**config.mk**
```make
export PLATFORM = sky130hd
export DESIGN_NAME = lif_neuron_flat
export DESIGN_NICKNAME = d
export VERILOG_FILES = /design/src/rtl/lif_neuron_if.sv /design/src/rtl/lif_neuron.sv /design/src/flat_wrapper.sv
export SDC_FILE = /design/constraint.sdc
export NUM_CORES = 1
export LEC_CHECK = 0
export ABC_CLOCK_PERIOD_IN_PS = 3800
export BUFFER_PORTS_ARGS = -buffer_cell sky130_fd_sc_hd__buf_2
export CELL_PAD_IN_SITES_DETAIL_PLACEMENT = 1
export CELL_PAD_IN_SITES_GLOBAL_PLACEMENT = 1
export CORE_ASPECT_RATIO = 0.8
export CORE_UTILIZATION = 37
export DETAILED_ROUTE_END_ITERATION = 6
export GPL_TIMING_DRIVEN = 0
export PLACE_DENSITY = 0.74
export RECOVER_POWER = 25
export SLEW_MARGIN = 20
export SYNTH_ARGS = -nofsm -noshare
export SYNTH_HDL_FRONTEND = slang
export SYNTH_SLANG_ARGS = --single-unit
```
**constraint.sdc**
```tcl
create_clock -name clk -period 3.8 [get_ports clk]
set_input_delay 0.57 -clock clk [delete_from_list [all_inputs] [get_ports clk]]
set_output_delay 0.57 -clock clk [all_outputs]
set_load 0.02 [all_outputs]
```
**src/rtl/lif_neuron_if.sv**
```systemverilog
`default_nettype none
// ============================================================================
// Module      : lif_neuron_if
// Description : Control/status bundle between a neuron driver and a
//               lif_neuron instance.
// Revision    : 1.0 - initial release
// ============================================================================
interface lif_neuron_if #(
    parameter int WIDTH = 8
);
    logic             ena;
    logic [WIDTH-1:0] current_in;
    logic             current_valid;
    logic [WIDTH-1:0] thresh;
    logic             clear_count;
    logic             spike;
    logic [WIDTH-1:0] membrane;
    logic             refractory;
    logic [7:0]       spike_count;

    // Driver side: produces stimulus, observes neuron state
    modport master (
        output ena, current_in, current_valid, thresh, clear_count,
        input  spike, membrane, refractory, spike_count
    );

    // Neuron side
    modport slave (
        input  ena, current_in, current_valid, thresh, clear_count,
        output spike, membrane, refractory, spike_count
    );
endinterface
`default_nettype wire

```
**src/rtl/lif_neuron.sv**
```systemverilog
`default_nettype none
// ============================================================================
// Module      : lif_neuron
// Description : Leaky integrate-and-fire neuron with shift-based leak,
//               saturating integration, refractory blanking and a wrapping
//               8-bit spike counter. All outputs are registered.
// Revision    : 1.0 - initial release
// ============================================================================
module lif_neuron #(
    parameter int WIDTH             = 8,
    parameter int THRESHOLD_DEFAULT = 200,
    parameter int LEAK_SHIFT        = 3,
    parameter int REFRACT_CYCLES    = 4
) (
    input  logic         clk,
    input  logic         rst_n,
    lif_neuron_if.slave  bus
);

    // Phase is implied by the refractory counter, not stored separately
    localparam logic [0:0] c_st_integrate  = 1'b0;
    localparam logic [0:0] c_st_refractory = 1'b1;

    localparam logic [WIDTH-1:0] c_thresh_default = WIDTH'(THRESHOLD_DEFAULT);
    localparam logic [3:0]       c_refract_load   = 4'(REFRACT_CYCLES);
    localparam logic [WIDTH-1:0] c_v_max          = {WIDTH{1'b1}};

    logic [WIDTH-1:0] r_membrane;
    logic             r_spike;
    logic [3:0]       r_rc;
    logic [7:0]       r_spike_count;

    logic [0:0]       w_state;
    logic [WIDTH-1:0] w_leak;
    logic [WIDTH:0]   w_sum;
    logic [WIDTH-1:0] w_v_next;
    logic [WIDTH-1:0] w_thresh;
    logic             w_fire;

    // Next membrane value, effective threshold and firing decision
    always_comb begin
        w_state  = (r_rc != 4'd0) ? c_st_refractory : c_st_integrate;
        w_leak   = r_membrane >> LEAK_SHIFT;
        // One extra bit holds the carry so saturation can be detected;
        // the leak never exceeds v, so the subtraction cannot underflow.
        w_sum    = {1'b0, r_membrane} - {1'b0, w_leak}
                 + (bus.current_valid ? {1'b0, bus.current_in} : {(WIDTH+1){1'b0}});
        w_v_next = w_sum[WIDTH] ? c_v_max : w_sum[WIDTH-1:0];
        w_thresh = (bus.thresh == '0) ? c_thresh_default : bus.thresh;
        w_fire   = (w_v_next >= w_thresh);
    end

    // Neuron state update: integrate/fire, refractory blanking, counter
    always_ff @(posedge clk or negedge rst_n) begin
        if (!rst_n) begin
            r_membrane    <= '0;
            r_spike       <= 1'b0;
            r_rc          <= 4'd0;
            r_spike_count <= 8'd0;
        end else if (!bus.ena) begin
            // Frozen, but the pulse must not stretch across a stall
            r_spike <= 1'b0;
        end else begin
            case (w_state)
                c_st_integrate: begin
                    if (w_fire) begin
                        r_spike       <= 1'b1;
                        r_membrane    <= '0;
                        r_rc          <= c_refract_load;
                        r_spike_count <= r_spike_count + 8'd1;
                    end else begin
                        r_spike    <= 1'b0;
                        r_membrane <= w_v_next;
                    end
                end
                c_st_refractory: begin
                    r_spike    <= 1'b0;
                    r_membrane <= '0;
                    r_rc       <= r_rc - 4'd1;
                end
                default: begin
                    r_spike <= 1'b0;
                end
            endcase
            // Clear takes priority over a coincident increment
            if (bus.clear_count) begin
                r_spike_count <= 8'd0;
            end
        end
    end

    assign bus.spike       = r_spike;
    assign bus.membrane    = r_membrane;
    assign bus.refractory  = (r_rc != 4'd0);
    assign bus.spike_count = r_spike_count;

endmodule
`default_nettype wire

```
**src/flat_wrapper.sv**
```systemverilog
// flat-port wrapper written by rule: the top's interface ports become plain ports
module lif_neuron_flat 
#(
    parameter int WIDTH             = 8,
    parameter int THRESHOLD_DEFAULT = 200,
    parameter int LEAK_SHIFT        = 3,
    parameter int REFRACT_CYCLES    = 4
)
  (clk, rst_n, bus_ena, bus_current_in, bus_current_valid, bus_thresh, bus_clear_count, bus_spike, bus_membrane, bus_refractory, bus_spike_count);
  lif_neuron_if #(.WIDTH(WIDTH)) bus_i ();
  input  logic clk;
  input  logic rst_n;
  input wire logic [$bits(bus_i.ena)-1:0] bus_ena;
  input wire logic [$bits(bus_i.current_in)-1:0] bus_current_in;
  input wire logic [$bits(bus_i.current_valid)-1:0] bus_current_valid;
  input wire logic [$bits(bus_i.thresh)-1:0] bus_thresh;
  input wire logic [$bits(bus_i.clear_count)-1:0] bus_clear_count;
  output wire logic [$bits(bus_i.spike)-1:0] bus_spike;
  output wire logic [$bits(bus_i.membrane)-1:0] bus_membrane;
  output wire logic [$bits(bus_i.refractory)-1:0] bus_refractory;
  output wire logic [$bits(bus_i.spike_count)-1:0] bus_spike_count;
  assign bus_i.ena = bus_ena;
  assign bus_i.current_in = bus_current_in;
  assign bus_i.current_valid = bus_current_valid;
  assign bus_i.thresh = bus_thresh;
  assign bus_i.clear_count = bus_clear_count;
  assign bus_spike = bus_i.spike;
  assign bus_membrane = bus_i.membrane;
  assign bus_refractory = bus_i.refractory;
  assign bus_spike_count = bus_i.spike_count;
  lif_neuron #(.WIDTH(WIDTH), .THRESHOLD_DEFAULT(THRESHOLD_DEFAULT), .LEAK_SHIFT(LEAK_SHIFT), .REFRACT_CYCLES(REFRACT_CYCLES)) u_core (.clk(clk), .rst_n(rst_n), .bus(bus_i));
endmodule
```
# Yosys cells after proc, flatten, opt, wreduce, memory -nomap -nowiden
# Cells that the tools add are included.
[totals]
regBits = 21
inputBits = 21
output_inout_bits = 18
elab_cells = 31
[op_classes]
n_addsub = 4
n_lt_le_gt_ge = 1
n_eq_ne = 2
muxes = 14
bitwise = 1
reduce_logical = 5
[ops]
columns = ["op", "n"]
rows = [
  ["2-to-1 mux 8 bit", 7],
  ["one-hot mux 8 bit (2 select lines)", 1],
  ["adder 9 bit", 1],
  ["subtractor 8 x 5 -> 9 bit", 1],
  ["adder 8 x 1 -> 8 bit, second input constant", 1],
  [">= comparator 8 bit", 1],
  ["zero test 8 bit", 1],
  ["one-hot mux 4 bit (2 select lines)", 1],
  ["2-to-1 mux 4 bit", 1],
  ["nonzero test 4 bit", 1],
  ["subtractor 4 x 1 -> 4 bit, second input constant", 1],
  ["2-to-1 mux 1 bit", 3],
  ["AND reduction 3 bit", 1],
  ["inequality test 2 x 1 -> 1 bit, second input constant", 1],
  ["inequality test 2 bit, second input constant", 1],
  ["one-hot mux 1 bit (2 select lines)", 1],
  ["AND reduction 2 bit", 1],
  ["nonzero test 2 bit", 1],
  ["inverter 1 bit", 1],
]

# Logic depth before layout (Yosys ltp)
# Gate-level depths: netlist of run 1.
[logic_depth]
word_depth = 7
depth_mapped = 19
depth_no_buf = 19

# Least setup slack after synthesis of run 1
# Ideal clock, no wire load.
[synth_timing]
path_kind = "input to register"
startpoint = "input bus_current_valid"
endpoint = "register u_core.r_spike_count[5], in the netlist u_core.bus.spike_count[5]"
setup_time_ns = 0.069
arrival_ns = 4.299
slack_ns = -0.568
path_stages = 17
cell_sequence = "clkbuf_1 nand2_1 fa_1 fa_1 nand2b_1 a21oi_2 nor3_1 or4b_4 nor2_2 inv_1 ha_1 o21ai_1 nor2_1 o2111a_2 nand2_2 or4_1 nand3_1"
[synth_via]
elab_chain_len = 6
[synth_lines]
columns = ["element", "line_no", "rtl"]
rows = [
  ["start, declared", "flat_wrapper.sv:15", "input wire logic [$bits(bus_i.current_valid)-1:0] bus_current_valid;"],
  ["2-to-1 mux 8 bit", "lif_neuron.sv:47", "+ (bus.current_valid ? {1'b0, bus.current_in} : {(WIDTH+1){1'b0}});"],
  ["adder 9 bit", "lif_neuron.sv:47", ""],
  ["2-to-1 mux 8 bit", "lif_neuron.sv:48", "w_v_next = w_sum[WIDTH] ? c_v_max : w_sum[WIDTH-1:0];"],
  [">= comparator 8 bit", "lif_neuron.sv:50", "w_fire = (w_v_next >= w_thresh);"],
  ["nonzero test 2 bit (no line)", "n/a", ""],
  ["AND reduction 3 bit (no line)", "n/a", ""],
  ["end signal, assigned", "lif_neuron.sv:70", "r_spike_count <= r_spike_count + 8'd1;"],
  ["end, declared", "lif_neuron.sv:31", "logic [7:0] r_spike_count;"],
]
# No other way between the ends.
# A chain may end at the register's enable or synchronous reset.

# Worst setup path after layout of run 1
[layout_timing]
startpoint = "register u_core.r_membrane[4], in the netlist u_core.bus.membrane[4]"
endpoint = "register u_core.r_spike_count[5], in the netlist u_core.bus.spike_count[5]"
[layout_via]
elab_chain_len = 6
[layout_lines]
columns = ["element", "line_no", "rtl"]
rows = [
  ["start, declared", "lif_neuron.sv:28", "logic [WIDTH-1:0] r_membrane;"],
  ["start signal, assigned", "lif_neuron.sv:73", "r_membrane <= w_v_next;"],
  ["subtractor 8 x 5 -> 9 bit", "lif_neuron.sv:46", "w_sum = {1'b0, r_membrane} - {1'b0, w_leak}"],
  ["adder 9 bit", "lif_neuron.sv:47", ""],
  ["2-to-1 mux 8 bit", "lif_neuron.sv:48", ""],
  [">= comparator 8 bit", "lif_neuron.sv:50", ""],
  ["nonzero test 2 bit (no line)", "n/a", ""],
  ["AND reduction 3 bit (no line)", "n/a", ""],
]
# No other way between the ends.

==> results of run 1 <==
## flip-flops by register name, summed over array words and instances (netlist names)
signal,count
u_core.bus.spike_count,8
u_core.r_rc,4
u_core.bus.membrane,8
u_core.bus.spike,1
## worst register-to-register path: cells and delay by family, from the launching register on
family                     cells  cell delay, ps
AOI/OAI and AO/OA              3             620
adders and majority gates      3            1130
buffers and inverters          2             180
DFF                            1             400
and+or+nand+nor                7            1640
## worst paths after layout
check	start	to
max in group asynchronous	rst_n	u_core.bus.membrane[7]$_DFFE_PN0P_
min in group clk	u_core.r_rc[1]$_DFFE_PN0P_	u_core.r_rc[1]$_DFFE_PN0P_
worst max register to register	u_core.bus.membrane[4]$_DFFE_PN0P_	u_core.bus.spike_count[5]$_DFFE_PN0P_
worst min register to register	u_core.r_rc[1]$_DFFE_PN0P_	u_core.r_rc[1]$_DFFE_PN0P_
worst min-delay path	rst_n	u_core.bus.spike_count[5]$_DFFE_PN0P_
worst max-delay path	u_core.bus.membrane[4]$_DFFE_PN0P_	u_core.bus.spike_count[5]$_DFFE_PN0P_
## synth_stat cells (2+ instances only)
cell type and instances:
o22ai_1 5, and2_1 2, nand2b_1 4, xor2_1 3
o211ai_1 2, fa_1 5, a21o_1 5, nor2_2 4
and3_1 2, nor2b_1 2, o21ai_0 9, o21ai_1 4
inv_1 36, or4_1 3, clkbuf_1 4, a32o_1 4
nand4_1 2, a211oi_1 3, nand2_1 19, a21oi_1 7
a211o_1 2, ha_1 21, nor2_1 13, nor3_1 4
nand3_1 3, a31oi_1 3, o41ai_1 2, xnor2_1 4
dfrtp_1 21
## through the flow
step	setup TNS [ps]	setup WS [ps]	hold WS (ps)	util [%]
2_1_floorplan	-4188	-374.5	274.4	-
3_3_place_gp	-9832	-728.0	508.5	46.28
3_5_place_dp	-10960	-774.6	529.5	46.28
4_1_cts	-1108	-142.3	286.4	52.35
5_1_grt	-4583	-378.4	574.7	54.14
6_report	-1880	-220.2	546.8	54.14
## cells by family (layout without fill, tap and decap cells)
group	count (synthesis)	after routing	synth area share, %
DFF	21	21	28.59
AOI/OAI and AO/OA	56	56	21.24
xor gates and xnor gates	7	7	3.336
adders and majority gates	26	26	19.74
and+or+nand+nor	64	64	18.38
buffers and inverters	40	94	8.169
muxes	1	1	0.5446
## repair_timing
action,CTS,global route
endpoints found under the setup margin,18,18
buffers inserted,12,1
resized for setup,30,15
pin swaps,22,6
endpoints found under the hold margin,0,0
## area by class of cell
cell class,instances,area [sq um]
flip-flops and latches,21,526.8
clock buffers,3,41.29
inverters,36,135.1
plain buffers,4,36.28
clock inverters,1,5.005
multi-input cells,154,1429
fillers,563,2146
well taps,60,75.07
repair buffers,50,285.3
## layer usage
| layer | track usage (%) | vias to the layer above | part of all wire (%) |
|---|---|---|---|
| li1 | - | 862 | - |
| met1 | 32.99 | 913 | 48 |
| met2 | 36.34 | 50 | 47 |
| met3 | 3.099 | 6 | 4.2 |
| met4 | 3.348 | 0 | 1.1 |
| met5 | 0 | - | 0 |
==> results.ini, run 1 <==
[synth]
ys_async_sr_fraction_pct=100.0
synth-edff-count=0
avgSynthCellArea_sq_um=8.549
synth_top_area_share_pct=28.59
ys_ff_latch=21
synthFlopType=dfrtp_1
yosysUniqueCellTypes=46
synth.top_cells.by_area=dfrtp_1, ha_1, inv_1
syn_inst=215
syn-num-nets=262
synth_seq_area_share_pct=28.59
netlist_area_sq_um=1838
synth_top_area_cell=dfrtp_1
yosys_warnings=0

[finish]
fin_area_sq_um=2534
nets=317
drive_above_1_share_pct=37.17
diodes=0
area_growth_pct=37.85
layout_common_cells=buf_2, inv_1, dfrtp_1, nand2_1, ha_1
fin_cells=329
final_common_cell=buf_2

[floorplanning]
die_w_um=80.80
die_area_sq_um=5255
start_util_pct=39.28
io_pins=39
die_h_um=65.04
core_sq_um=4679
fp-row-count=22

[cts]
cts_htree_levels=1
postCtsHoldBufs=0
numClockSinks=21
path_clk_slew_ps=80
numCtsBuffers=3
cts_root_buffer=clkbuf_8
clockBufferDepth=2
clk-insertion-delay-late_ps=270
cts_tree=done

[worst_setup_path]
path_cells=buf_6 -> fa_2 -> fa_2 -> nand2b_4 -> a21oi_4 -> nor3_2 -> or4b_4 -> nor2_4 -> inv_2 -> ha_4 -> o211ai_1 -> o21ai_4 -> nand2_4 -> or4_4 -> nand3_2
end_kind=flop
crit_top_cell=fa_2
cp_max_fo=8
ff2ff_path_depth=15
crit_type=reg2reg
worstPathArrival_ps=4230
critPathMaxStageDelay_ps=600
critPathLaunchType=flop
path_delay_family=simple AND/OR/NAND/NOR gates
required_ps=4010
r2r_setup_slack_ps=-220
slowest_stage=or4b_4
worstSetupPathDepth=15
critical_path_buf_inv_count=2

[route]
wl_um=5855
vias_per_cell=5.565
routedWlPerCell_um=17.80
drt-pass1-iter-count=4
ant_nets=0
drc_errors=0
dr.first_iter.drc_count=113
vias=1831

[global_route]
antenna_found_initial=0
grt_pass1_wl_um=9121
grt_pass1_vias=1854
grt.overflow.total=0
grt_max_degree=22
gr-usage-all-layers_pct=22.78

[placed_design]
portBuffers=37
routabilityCongestion=0.8129
dp.cells=312
dpl.hpwl_um=3991
placed_area_sq_um=2166

[timing]
timing.max_slew.rel_slack_pct=16.29
drv_slew=0
period_share_pct=105.8
fin_worst_skew_ps=3.112
final_hold_viol_count=0
period_minus_slack_ps=4020
rsz0062_at_grt=yes
setup_viol=17
tightest_slew_ps=1256
fmax_ghz=0.2487
timing.final.ws_setup_ps=-220.2

[outcome]
violations=setup timing
status=finished with violations

[job]
maxCapViolCount=0

[worst_hold_path]
hold_path_class=in2async

Power of run 1 is left out: the tool's default activity adds up to more than one toggle a clock period on the data nets, which glitch-free logic cannot reach.
==> inputs of run 2 (changes only) <==
--- a/config.mk
+++ b/config.mk
@@ -10,11 +10,13 @@
 export CELL_PAD_IN_SITES_DETAIL_PLACEMENT = 1
 export CELL_PAD_IN_SITES_GLOBAL_PLACEMENT = 1
 export CORE_ASPECT_RATIO = 0.8
+export CORE_MARGIN = 2
 export CORE_UTILIZATION = 37
 export DETAILED_ROUTE_END_ITERATION = 6
 export GPL_TIMING_DRIVEN = 0
 export PLACE_DENSITY = 0.74
 export RECOVER_POWER = 25
+export SKIP_LAST_GASP = 1
 export SLEW_MARGIN = 20
 export SYNTH_ARGS = -nofsm -noshare
 export SYNTH_HDL_FRONTEND = slang
==> run 2 against run 1 <==
Compared with the run above:
- the run still ends with setup timing left
- global-route usage is 0.91 points lower
- die area is 5.6% higher
- critical endpoint is now u_core.bus.spike_count[4]$_DFFE_PN0P_
- critical path depth is 3 higher
- critical path type is now in2reg
- fmax is 3.0% lower
- worst hold slack worse by 11 ps
- clock-buffer cell count stayed put
==> results.ini, run 2 (synthesis gave the netlist of run 1 again) <==
[timing]
drv_slew=0
setup_viol=18
timing.final.ws_setup_ps=-345.8
tightest_slew_ps=1233
timing.max_slew.rel_slack_pct=17.78
rsz0062_at_grt=yes
period_share_pct=109.1
period_minus_slack_ps=4146
fmax_ghz=0.2412
final_hold_viol_count=0
fin_worst_skew_ps=4.791

[placed_design]
dp.cells=312
routabilityCongestion=0.8074
portBuffers=37
pre_cts_slack_ps=-866.6
dpl.hpwl_um=4050
placed_area_sq_um=2166

[worst_setup_path]
path_delay_family=simple AND/OR/NAND/NOR gates
path_cells=clkbuf_16 -> nand2_4 -> fa_2 -> fa_2 -> nand2b_4 -> a21oi_4 -> nor3_4 -> or4b_4 -> buf_6 -> nor2_4 -> ha_4 -> nand2b_4 -> a211oi_4 -> o21ai_4 -> buf_6 -> a31oi_4 -> o21ai_1 -> o41ai_1
ff2ff_path_depth=19
r2r_start=u_core.bus.membrane[3]$_DFFE_PN0P_
required_ps=3940
critPathLaunchType=input pin
r2r_setup_slack_ps=-330
slowest_stage=or4b_4
end_kind=flop
r2r-end=u_core.bus.spike_count[4]$_DFFE_PN0P_
worstPathArrival_ps=4290
critPathMaxStageDelay_ps=610
cp_max_fo=8
crit_type=in2reg
critical_path_buf_inv_count=3

[route]
wl_um=6777
routedWlPerCell_um=19.64
drt-pass1-iter-count=4
vias=1933
vias_per_cell=5.603
ant_nets=0
drc_errors=0
dr.first_iter.drc_count=62

[finish]
fin_cells=345
diodes=0
area_growth_pct=49.01
drive_above_1_share_pct=44.56
layout_common_cells=buf_2, inv_1, buf_4, dfrtp_1, nand2_1
fin_area_sq_um=2739
final_common_cell=buf_2
nets=333
final_util_pct=58.53

[cts]
numClockSinks=21
cts_tree=done
postCtsHoldBufs=0
path_clk_slew_ps=90
clk-insertion-delay-late_ps=270
cts_htree_levels=1
cts_root_buffer=clkbuf_8
numCtsBuffers=3
clockBufferDepth=2

[outcome]
status=finished with violations
violations=setup timing

[floorplanning]
die_w_um=82.80
core_sq_um=4679
die_h_um=67.04
io_pins=39
die_area_sq_um=5551
start_util_pct=39.28
fp-row-count=22

[global_route]
grt_pass1_vias=1913
gr-usage-all-layers_pct=21.87
grt_pass1_wl_um=9639
antenna_found_initial=0
grt.overflow.total=0
grt_max_degree=22

[job]
maxCapViolCount=0

[worst_hold_path]
hold_path_class=in2async

-- run 2: area by class of cell --
type	count	area [sq um]
Fill cell	547	1941
Multi-Input combinational cell	155	1503
Sequential cell	21	526.8
Timing Repair Buffer	65	416.7
Inverter	36	135.1
Tap cell	60	75.07
Clock buffer	3	41.29
Buffer	4	36.28
Clock inverter	1	5.005
-- run 2: worst max-delay path by stage --
stage | from | to | slack (ps) | cells past startpoint
final | bus_current_valid | u_core.bus.spike_count[4]$_DFFE_PN0P_ | -350 | 18
after CTS | u_core.bus.membrane[4]$_DFFE_PN0P_ | u_core.bus.spike_count[1]$_DFFE_PN0P_ | -160 | 16
after global routing | u_core.bus.membrane[2]$_DFFE_PN0P_ | u_core.bus.spike_count[4]$_DFFE_PN0P_ | -490 | 17
after floorplan | bus_current_valid | u_core.bus.spike_count[5]$_DFFE_PN0P_ | -370 | 17
after detailed placement | bus_current_valid | u_core.bus.membrane[4]$_DFFE_PN0P_ | -870 | 16
after global placement | bus_current_valid | u_core.bus.membrane[0]$_DFFE_PN0P_ | -770 | 17
-- run 2: through the flow --
stage                     hold slack [ps]  TNS (ps)
after floorplan                     274.4     -4188
after global placement              509.7    -10160
after detailed placement            531.0    -11640
after CTS                           277.4     -1812
after global routing                590.3     -7054
final                               535.7     -4697
-- run 2: layer usage --
layer  vias up  wire [um]  track usage [%]
met5         -          0                0
met2        51       3287            35.28
met1       980       3113            31.51
met3         6        297            3.222
met4         0         78            3.893
li1        896          -                -
-- run 2: worst reg2reg max path, delay by kind of cell, from the launching register on --
kind | cells | cell delay (ps)
AO/OA/AOI/OAI | 6 | 1010
adder cells (fa/ha/maj) | 4 | 1020
buffers and inverters | 4 | 440
flip-flops | 1 | 420
AND/OR/NAND/NOR | 5 | 1110
-- run 2: repair_timing --
| action | in CTS | in global routing |
|---|---|---|
| buffers inserted | 17 | 11 |
| resized for setup | 34 | 32 |
| pin swaps | 20 | 24 |
| setup endpoints to repair | 18 | 18 |
| gates cloned | 1 | 0 |
Power of run 2 is left out for the same reason.
==> inputs of run 3 (changes only) <==
--- a/config.mk
+++ b/config.mk
@@ -15,7 +15,6 @@
 export DETAILED_ROUTE_END_ITERATION = 6
 export GPL_TIMING_DRIVEN = 0
 export PLACE_DENSITY = 0.74
-export RECOVER_POWER = 25
 export SKIP_LAST_GASP = 1
 export SLEW_MARGIN = 20
 export SYNTH_ARGS = -nofsm -noshare
==> run 3 against run 2 <==
Compared with the run above:
- highest routed layer unchanged
- clock-buffer cell count did not move
- the flow still finishes with violations (setup timing)
- worst hold slack got worse by 270 ps
- via count did not move
- non-clock buffer count did not move
- flip-flop and latch count did not move
- clock skew did not move
==> results.ini, run 3 (synthesis gave the netlist of run 1 again) <==
[outcome]
status=finished with violations
violations=setup timing

[cts]
numCtsBuffers=3
path_clk_slew_ps=90
cts_tree=done
clk-insertion-delay-late_ps=270
postCtsHoldBufs=0
clockBufferDepth=2
cts_htree_levels=1
cts_root_buffer=clkbuf_8
numClockSinks=21

[worst_setup_path]
critPathLaunchType=input pin
end_kind=flop
required_ps=3940
cp_max_fo=8
crit_type=in2reg
worstPathArrival_ps=4290

[floorplanning]
io_pins=39
start_util_pct=39.28
die_w_um=82.80
die_h_um=67.04
core_sq_um=4679
die_area_sq_um=5551
fp-row-count=22

[route]
routedWlPerCell_um=19.64
wl_um=6777
drt-pass1-iter-count=4
ant_nets=0
vias=1933
vias_per_cell=5.603
dr.first_iter.drc_count=61
drc_errors=0

[timing]
final_hold_viol_count=0
timing.final.ws_setup_ps=-345.8
drv_slew=0
period_share_pct=109.1
setup_viol=18
fmax_ghz=0.2412
finalHoldWorstSlack_ps=261.7
timing.max_slew.rel_slack_pct=49.03
tightest_slew_ps=758.7
rsz0062_at_grt=yes
fin_worst_skew_ps=4.791
period_minus_slack_ps=4146

[global_route]
grt_pass1_wl_um=9639
gr-usage-all-layers_pct=21.87
antenna_found_initial=0
grt_max_degree=22
grt_pass1_vias=1913
grt.overflow.total=0

[finish]
area_growth_pct=49.08
seqCellArea_sq_um=526.8
fin_cells=345
diodes=0
drive_above_1_share_pct=44.91
nets=333
layout_common_cells=buf_2, inv_1, buf_4, dfrtp_1, nand2_1
fin_area_sq_um=2740
final_common_cell=buf_2
multi_input_area_sq_um=1503
final_util_pct=58.56
n_fill_cell=547

[placed_design]
routabilityCongestion=0.8074
dp.cells=312
portBuffers=37
placed_area_sq_um=2166
dpl.hpwl_um=4050

[job]
maxCapViolCount=0

[worst_hold_path]
hold_path_class=in2async

[run 3: cell types whose count changed in the layout (fill, tap and decap cells not counted), sizes merged]
| cell | previous run | this run |
|---|---|---|
| clkbuf | 8 | 7 |
| buf | 64 | 65 |
[run 3: per-stage QoR]
step	setup TNS [ps]	setup WS (ps)
3_5_place_dp	-11640	-866.6
3_3_place_gp	-10160	-768.2
6_report	-4697	-345.8
5_1_grt	-7054	-492.9
4_1_cts	-1812	-155.7
2_1_floorplan	-4188	-374.5
[run 3: area by class of cell]
cell class	count	area share (%)
timing repair buffer	65	15.25
sequential	21	19.22
clock inverter	1	0.1826
multi-input combinational	155	54.84
tap	60	2.740
inverter	36	4.932
clock buffer	3	1.507
buffer	4	1.324
[run 3: worst paths after layout]
check	cells past startpoint	to	slack, ps	start
setup / recovery	18	u_core.bus.spike_count[4]$_DFFE_PN0P_	-350	bus_current_valid
hold / removal	1	u_core.bus.spike_count[5]$_DFFE_PN0P_	260	rst_n
setup reg to reg	19	u_core.bus.spike_count[4]$_DFFE_PN0P_	-330	u_core.bus.membrane[3]$_DFFE_PN0P_
hold reg to reg	1	u_core.bus.spike_count[6]$_DFFE_PN0P_	560	u_core.bus.spike_count[6]$_DFFE_PN0P_
max in group asynchronous	1	u_core.bus.membrane[4]$_DFFE_PN0P_	3160	rst_n
min in group clk	1	u_core.bus.spike_count[6]$_DFFE_PN0P_	560	u_core.bus.spike_count[6]$_DFFE_PN0P_
[run 3: layer usage]
| layer | up-vias | GRT usage (%) | wire, um |
|---|---|---|---|
| met4 | 0 | 3.893 | 78 |
| met1 | 980 | 31.51 | 3113 |
| li1 | 896 | - | - |
| met5 | - | 0 | 0 |
| met2 | 51 | 35.28 | 3287 |
| met3 | 6 | 3.222 | 297 |
[run 3: worst max-delay path, stage by stage]
cell	delay, ps
clkbuf_16	130
nand2_4	50
fa_2	490
fa_2	380
nand2b_4	170
a21oi_4	210
nor3_4	60
or4b_4	610
buf_6	170
nor2_4	120
ha_4	200
nand2b_4	140
a211oi_4	330
o21ai_4	180
buf_6	170
a31oi_4	110
o21ai_1	90
o41ai_1	90
[run 3: repair_timing]
| action | 4_1_cts | 5_1_grt |
|---|---|---|
| setup endpoints to repair | 18 | 18 |
| setup buffers | 17 | 11 |
| cloned | 1 | 0 |
| pin swaps | 20 | 24 |
| resized for setup | 34 | 32 |
Power of run 3 is left out for the same reason.
